File: config.mk
export PLATFORM = sky130hd
export DESIGN_NAME = calc_keypad_sequencer
export DESIGN_NICKNAME = d
export VERILOG_FILES = /design/src/rtl/calc_keypad_sequencer.sv
export SDC_FILE = /design/constraint.sdc
export NUM_CORES = 1
export LEC_CHECK = 0
export BUFFER_PORTS_ARGS = -buffer_cell sky130_fd_sc_hd__buf_2
export CORE_MARGIN = 2
export CORE_UTILIZATION = 52
export DETAILED_ROUTE_END_ITERATION = 7
export PLACE_DENSITY = 0.78
export SYNTH_ARGS = -nofsm -noshare
export SYNTH_HDL_FRONTEND = slang
export SYNTH_SLANG_ARGS = --single-unit
File: constraint.sdc
create_clock -name clk -period 2.2 [get_ports clk]
set_input_delay 0.11 -clock clk [delete_from_list [all_inputs] [get_ports clk]]
set_output_delay 0.11 -clock clk [all_outputs]
set_load 0.02 [all_outputs]
File: src/rtl/calc_keypad_sequencer.sv
`default_nettype none
// ============================================================================
// Module   : calc_keypad_sequencer
// Purpose  : Keypad front end for the calculator datapath. Converts level key
//            inputs into single-cycle press events and steps an entry FSM
//            (operand A -> operator -> operand B -> equals). It drives the
//            datapath operands, operator and result request, with explicit
//            error and clear handling.
// Ports    : clk          - single clock, rising-edge
//            rst          - asynchronous active-high reset
//            digit_keys   - level digit keys, bit i = digit i (synchronised)
//            func_key     - level operator key
//            func_code    - operator code, sampled on a func_key press
//            eq_key       - level equals key
//            clr_key      - level clear key
//            input_a      - operand A to datapath (registered)
//            input_b      - operand B to datapath (registered)
//            func         - operator to datapath (registered)
//            get_res      - result request (registered level)
//            err          - high while in the error state
//            state        - current FSM state encoding (debug)
// Revision : 1.0 - initial release
// ============================================================================
module calc_keypad_sequencer #(
    parameter logic [2:0] FUNC_MAX = 3'd5
) (
    input  logic       clk,
    input  logic       rst,
    input  logic [9:0] digit_keys,
    input  logic       func_key,
    input  logic [2:0] func_code,
    input  logic       eq_key,
    input  logic       clr_key,
    output logic [3:0] input_a,
    output logic [3:0] input_b,
    output logic [2:0] func,
    output logic       get_res,
    output logic       err,
    output logic [2:0] state
);

    typedef enum logic [2:0] {
        S_A   = 3'd0,
        S_OP  = 3'd1,
        S_B   = 3'd2,
        S_RDY = 3'd3,
        S_RES = 3'd4,
        S_ERR = 3'd5
    } state_t;

    localparam logic [2:0] c_func_div = 3'd3;

    state_t     state_q, state_d;
    logic [3:0] input_a_q, input_a_d;
    logic [3:0] input_b_q, input_b_d;
    logic [2:0] func_q, func_d;
    logic       get_res_q, get_res_d;
    logic       err_q, err_d;

    // Previous key levels; reset to all-ones so a key held through reset
    // must be released and pressed again before it counts.
    logic [9:0] digit_prev_q;
    logic       func_prev_q;
    logic       eq_prev_q;
    logic       clr_prev_q;

    logic       w_digit_onehot;
    logic       w_digit_press;
    logic [3:0] w_digit_val;
    logic       w_func_press;
    logic       w_eq_press;
    logic       w_clr_press;
    logic       w_func_legal;

    // ------------------------------------------------------------------
    // Press detection
    // ------------------------------------------------------------------
    always_comb begin
        // Exactly one bit set: nonzero and clearing the lowest set bit
        // leaves nothing behind.
        w_digit_onehot = (digit_keys != 10'd0) &&
                         ((digit_keys & (digit_keys - 10'd1)) == 10'd0);
        // A digit press must start from all keys released; shrinking a
        // multi-hot pattern down to one key does not count.
        w_digit_press  = (digit_prev_q == 10'd0) && w_digit_onehot;
        w_func_press   = func_key & ~func_prev_q;
        w_eq_press     = eq_key   & ~eq_prev_q;
        w_clr_press    = clr_key  & ~clr_prev_q;
        w_func_legal   = (func_code <= FUNC_MAX);

        w_digit_val = 4'd0;
        for (int i = 0; i < 10; i++) begin
            if (digit_keys[i]) begin
                w_digit_val = 4'(i);
            end
        end
    end

    // ------------------------------------------------------------------
    // Entry FSM: next state and register next values
    // Priority of coincident presses: clr > eq > func > digit.
    // ------------------------------------------------------------------
    always_comb begin
        state_d   = state_q;
        input_a_d = input_a_q;
        input_b_d = input_b_q;
        func_d    = func_q;

        if (w_clr_press) begin
            state_d   = S_A;
            input_a_d = 4'd0;
            input_b_d = 4'd0;
            func_d    = 3'd0;
        end else begin
            case (state_q)
                S_A: begin
                    if (!w_eq_press && !w_func_press && w_digit_press) begin
                        input_a_d = w_digit_val;
                        state_d   = S_OP;
                    end
                end
                S_OP: begin
                    if (w_eq_press) begin
                        // ignored, but still masks lower-priority presses
                    end else if (w_func_press) begin
                        if (w_func_legal) begin
                            func_d  = func_code;
                            state_d = S_B;
                        end else begin
                            state_d = S_ERR;
                        end
                    end else if (w_digit_press) begin
                        input_a_d = w_digit_val;
                    end
                end
                S_B: begin
                    if (w_eq_press) begin
                        // ignored
                    end else if (w_func_press) begin
                        if (w_func_legal) begin
                            func_d = func_code;
                        end else begin
                            state_d = S_ERR;
                        end
                    end else if (w_digit_press) begin
                        input_b_d = w_digit_val;
                        state_d   = S_RDY;
                    end
                end
                S_RDY: begin
                    if (w_eq_press) begin
                        if ((func_q == c_func_div) && (input_b_q == 4'd0)) begin
                            state_d = S_ERR;
                        end else begin
                            state_d = S_RES;
                        end
                    end else if (w_func_press) begin
                        // ignored
                    end else if (w_digit_press) begin
                        input_b_d = w_digit_val;
                    end
                end
                S_RES: begin
                    // A new digit starts the next calculation from operand A.
                    if (!w_eq_press && !w_func_press && w_digit_press) begin
                        input_a_d = w_digit_val;
                        input_b_d = 4'd0;
                        state_d   = S_OP;
                    end
                end
                S_ERR: begin
                    // Only clear leaves the error state.
                end
                default: begin
                    state_d = S_A;
                end
            endcase
        end

        // Flag outputs follow the next state so they change on the same
        // edge as the state itself.
        get_res_d = (state_d == S_RES);
        err_d     = (state_d == S_ERR);
    end

    // ------------------------------------------------------------------
    // Registers
    // ------------------------------------------------------------------
    always_ff @(posedge clk or posedge rst) begin
        if (rst) begin
            state_q      <= S_A;
            input_a_q    <= 4'd0;
            input_b_q    <= 4'd0;
            func_q       <= 3'd0;
            get_res_q    <= 1'b0;
            err_q        <= 1'b0;
            digit_prev_q <= '1;
            func_prev_q  <= 1'b1;
            eq_prev_q    <= 1'b1;
            clr_prev_q   <= 1'b1;
        end else begin
            state_q      <= state_d;
            input_a_q    <= input_a_d;
            input_b_q    <= input_b_d;
            func_q       <= func_d;
            get_res_q    <= get_res_d;
            err_q        <= err_d;
            digit_prev_q <= digit_keys;
            func_prev_q  <= func_key;
            eq_prev_q    <= eq_key;
            clr_prev_q   <= clr_key;
        end
    end

    assign input_a = input_a_q;
    assign input_b = input_b_q;
    assign func    = func_q;
    assign get_res = get_res_q;
    assign err     = err_q;
    assign state   = state_q;

endmodule
`default_nettype wire

* Yosys cells after proc, flatten, opt, wreduce, memory -nomap -nowiden *
Index checks and enable logic that the tools add are counted.

storage, ports and cells
  input port bits = 18
  logic and storage cells = 94
  register bits after elaboration = 29

operators by class
  order comparisons = 1
  equality and inequality tests = 17
  bitwise operators = 7
  reductions and logical operators = 23
  add/sub/neg operators = 1
  multiplexer cells = 35

operator list
  kind                                                    number
  2-to-1 mux 4 bit                                        15
  2-to-1 mux 3 bit                                        15
  zero test 10 bit                                        2
  case mux 4 bit (2 select lines)                         2
  case mux 3 bit (5 select lines)                         1
  == test 3 bit (second input constant)                   4
  inequality test 3 bit (second input constant)           4
  bitwise AND 10 bit                                      1
  AND reduction 5 bit                                     2
  nonzero test 10 bit                                     1
  subtractor 10 x 1 -> 10 bit (second input constant)     1
  == test 3 x 2 -> 1 bit (second input constant)          3
  inequality test 3 x 1 -> 1 bit (second input constant)  2
  inequality test 3 x 2 -> 1 bit (second input constant)  2
  nonzero test 2 bit                                      3
  nonzero test 3 bit                                      2
  OR reduction 2 bit                                      3
  logical AND 1 bit                                       5
  zero test 4 bit                                         1
  AND reduction 4 bit                                     1
  bitwise AND 1 bit                                       3
  == test 3 x 1 -> 1 bit (second input constant)          1
  <= comparator 3 bit (second input constant)             1
  zero test 3 bit                                         1
  other kinds (4)                                         8

* Longest topological paths before layout *
  depth in word-level cells = 14
  gate-level depth with buffers = 6

* Worst setup path before layout *
Ideal clock, no wire load.

  kind = flip-flop to flip-flop
  start point = register func_q[2], in the netlist func[2]
  end point = register get_res_q, in the netlist get_res
  arrival = 1,629 ps
  path slack = 425 ps
  library setup time = 146 ps
  stages on the path, launching flop included = 6
  data required time = 2,054 ps
  cells stage by stage = dfrtp_1 -> or4_1 -> o311ai_1 -> o211ai_1 -> o31a_2 -> a21boi_2

on the way
  cells in the longest elaborated chain, start to end = 7

ends and longest elaborated chain
  what                             RTL line  RTL
  start: declaration               56        logic [2:0] func_q, func_d;
  start signal: assignment         205       func_q <= func_d;
  == test 3 x 2 -> 1 bit           152       if ((func_q == c_func_div) && (input_b_q == 4'd0)) begin
  logical AND 1 bit                152
  2-to-1 mux 1 bit                 152
  2-to-1 mux 3 bit                 151       if (w_eq_press) begin
  case mux 3 bit (5 select lines)  115       case (state_q)
  2-to-1 mux 3 bit                 109       if (w_clr_press) begin
  == test 3 bit                    182       get_res_d = (state_d == S_RES);
  named net get_res_d              57        logic get_res_q, get_res_d;
  end signal: assignment           206       get_res_q <= get_res_d;
  end: declaration                 57

The timed path passes the listed nets, and every way through them passes these cells.
A chain may end at the register's enable or synchronous reset.

* Final worst setup path *
  start point = input port digit_keys[0]
  end point = register input_a_q[0], in the netlist input_a[0]

on the way
  cells in the longest elaborated chain, start to end = 8

ends and longest elaborated chain
  what                                             RTL line  RTL
  start: declaration                               29        input logic [9:0] digit_keys,
  subtractor 10 x 1 -> 10 bit                      82        ((digit_keys & (digit_keys - 10'd1)) == 10'd0);
  bitwise AND 10 bit                               82
  zero test 10 bit                                 82
  logical AND 1 bit (*)                            81        w_digit_onehot = (digit_keys != 10'd0) &&
  logical AND 1 bit (*)                            85        w_digit_press = (digit_prev_q == 10'd0) && w_digit_onehot;
  logical AND 1 bit                                117, 165
  inequality test 3 x 1 -> 1 bit (no source line)  n/a
  AND reduction 5 bit (no source line) (*)         n/a
  end signal: assignment                           203       input_a_q <= input_a_d;
  end: declaration                                 54        logic [3:0] input_a_q, input_a_d;

Every way passes the cells marked *; elsewhere a longest branch is shown, timed or not.

==> flow_summary.ini <==
[synthesis]
syn-cell-area_um2 = 1423
ys_types = 40
ys_ff_latch = 29
synthCells = 138
ys.flop_type = dfrtp_1
yosys_warnings = 0
ys_seq_area_share_pct = 52.15
synth_edf_count = 0
syn-num-nets = 156
ys_async_sr_fraction_pct = 100.0
postSynthAreaPerCell_um2 = 10.31

[cells_and_area]
area_growth_pct = 26.56
diodes = 0
drive_gt1_share_pct = 34.22
final_cells = 217
final_util_pct = 70.75
layout.nets = 204

[timing]
fin_crit_ns = 1.878
holdWs_ns = -0.01560
drv_slew = 0
tightest_slew_ns = 0.9457
rsz0062_at_grt = false
slew_headroom_pct = 36.88
setup_viol = 0
skew_ns = 0.008327
fmax_ghz = 0.5325
finalSetupTns_ns = 0
hold_violations = 16
finalCritPeriodShare_pct = 85.36

[power]
p_leak_uw = 0.0008349
cellPowerDensity_nw_per_um2 = 556.1
ir_drop_v = 0.0005083
power.total_uw = 1001

[floorplanning]
rows = 18
fp.dieW_um = 56.31
coreArea_um2 = 2545
initial_utilization_pct = 55.90
die_h_um = 56.31
io_pins = 34
die-area_um2 = 3170

[route]
route.detailed.drc = 0
wl_per_cell_um = 14.95
drt-total-wl_mm = 3.245
routed_via_density = 5.700
num_vias = 1237
dr.pass1.iters = 4
drt_iter0_markers = 32
ant_nets = 0

[global_route]
grt_usage_pct = 22.68
grt_max_degree = 27
grt-ovfl-total = 0
grt_pass1_wl_mm = 5.589
grt_pass1_vias = 1215
antenna_found_initial = 0

[place]
place_congestion = 0.8469
place_hpwl_mm = 2.249
port_buffers = 33
place_inst = 196

[clock_network]
hold_buffers = 13
htreeDepth = 2
cts_sinks = 29
cts_tree = done
cts_inserted_buffers = 5
ctsResizeCount = 0
max-clock-path-buffers = 2
insertion_delay_ns = 0.33
post-cts-setup-buffers = 0
clockRootBuffer = clkbuf_4
path_clk_slew_ns = 0.09

[status]
violations = negative hold slack
run_status = complete, but fails checks

[setup_path]
worstPathMaxFanout = 5
crit_path_end_kind = register
critical_path_arrival_ns = 2.07
required_ns = 2.39
path_class = in2reg
cp-start-kind = input pin

[hold_path]
worstHoldPathType = in2async

[run]
cap_violations = 0
## routing by layer
layer,share of wire (%),track usage (%),vias up
li1,-,-,613
met1,45,29.96,586
met2,49,36.47,35
met3,5.0,5.300,3
met4,0.96,8.163,0
met5,0,0,-
## critical path, cell delays in order
cell,delay (ns)
dlygate4sd3_1,0.53
buf_2,0.16
nor3_2,0.31
o21ai_1,0.16
a211oi_2,0.32
nand3_1,0.28
mux2i_1,0.19
## cell families after synthesis
kind of cell    synth area share (%)
simple gates                   20.58
compound gates                 21.02
flops                          52.15
buf+inv                        2.815
mux                            2.815
xor+xnor                      0.6158
## area by class of cell
type	count	area, um2
fillers	191	744.5
repair buffers	48	310.3
clock buffers	8	58.81
inverters	3	11.26
flip-flops and latches	29	742.0
multi-input cells	99	640.6
well taps	30	37.54
## where the power goes
| group | switching (uW) | leakage (uW) | internal (uW) | total [uW] |
|---|---|---|---|---|
| clock | 180 | 0.0000326 | 157 | 337 |
| combinational | 62.3 | 0.000442 | 43.7 | 106 |
| sequential | 3.74 | 0.000360 | 554 | 558 |
| total | 246 | 0.000835 | 755 | 1000 |
## through the flow
stage	setup WS, ns	instance area (um2)	hold slack, ns
2_1_floorplan	0.4252	1423	0.1145
3_3_place_gp	0.4577	1612	0.2317
3_5_place_dp	0.4128	1612	0.2332
4_1_cts	0.3610	1800	0.008005
5_1_grt	0.2096	1800	0.08190
6_report	0.3220	1800	-0.01560
## flip-flops by register name (all words and copies together) (netlist names)
name,cells
clr_prev_q,1
digit_prev_q,10
eq_prev_q,1
err,1
func,3
func_prev_q,1
get_res,1
input_a,4
input_b,4
state,3
## final timing paths
| kind | cells past startpoint | slack [ns] | end | start |
|---|---|---|---|---|
| worst min-delay path | 2 | -0.02 | func[2]$_DFFE_PP0P_ | rst |
| max in group asynchronous | 3 | 1.52 | digit_prev_q[1]$_DFF_PP1_ | rst |
| min in group clk | 3 | 0.14 | func[2]$_DFFE_PP0P_ | func_code[2] |
| worst min register to register | 1 | 0.51 | func[2]$_DFFE_PP0P_ | func[2]$_DFFE_PP0P_ |
| worst max register to register | 5 | 0.35 | input_a[0]$_DFFE_PP0P_ | digit_prev_q[9]$_DFF_PP1_ |
| worst max-delay path | 7 | 0.32 | input_a[0]$_DFFE_PP0P_ | digit_keys[0] |
## cells in the final DEF, fill, tap and decap left out, drive strengths merged, types with 2 or more instances in the layout
cell         count
a211oi           3
a21bo            3
a21oi            5
buf             35
clkbuf           8
dfrtp           16
dfstp           13
dlygate4sd3     13
inv              3
mux2i            4
nand2           15
nand2b           4
nand3            4
nand4            8
nor2             7
nor2b            5
nor3             8
nor4             2
o211ai           2
o21ai            6
o22ai            4
o311ai           3
o31ai            2
## Yosys cell counts, types with 2 or more instances
| master | number | area, um2 |
|---|---|---|
| nor4_1 | 2 | 12.51 |
| o311ai_0 | 2 | 17.52 |
| nand2_1 | 15 | 56.30 |
| dfstp_2 | 13 | 341.6 |
| a21oi_1 | 5 | 25.02 |
| a21bo_2 | 3 | 30.03 |
| o22ai_1 | 4 | 25.02 |
| nand3_1 | 4 | 20.02 |
| nor3_1 | 6 | 30.03 |
| dfrtp_1 | 16 | 400.4 |
| o211ai_1 | 2 | 15.01 |
| nand4_1 | 8 | 50.05 |
| o21ai_0 | 4 | 20.02 |
| a211oi_1 | 2 | 15.01 |
| nor2b_1 | 5 | 31.28 |
| mux2i_1 | 4 | 40.04 |
| inv_1 | 3 | 11.26 |
| buf_2 | 2 | 10.01 |
| nor2_1 | 7 | 26.28 |
| nor3_2 | 2 | 20.02 |
| clkbuf_1 | 5 | 18.77 |
| o21ai_1 | 2 | 10.01 |
| nand2b_1 | 4 | 25.02 |
| o31ai_1 | 2 | 15.01 |
(Power assumes the default switching activity.)
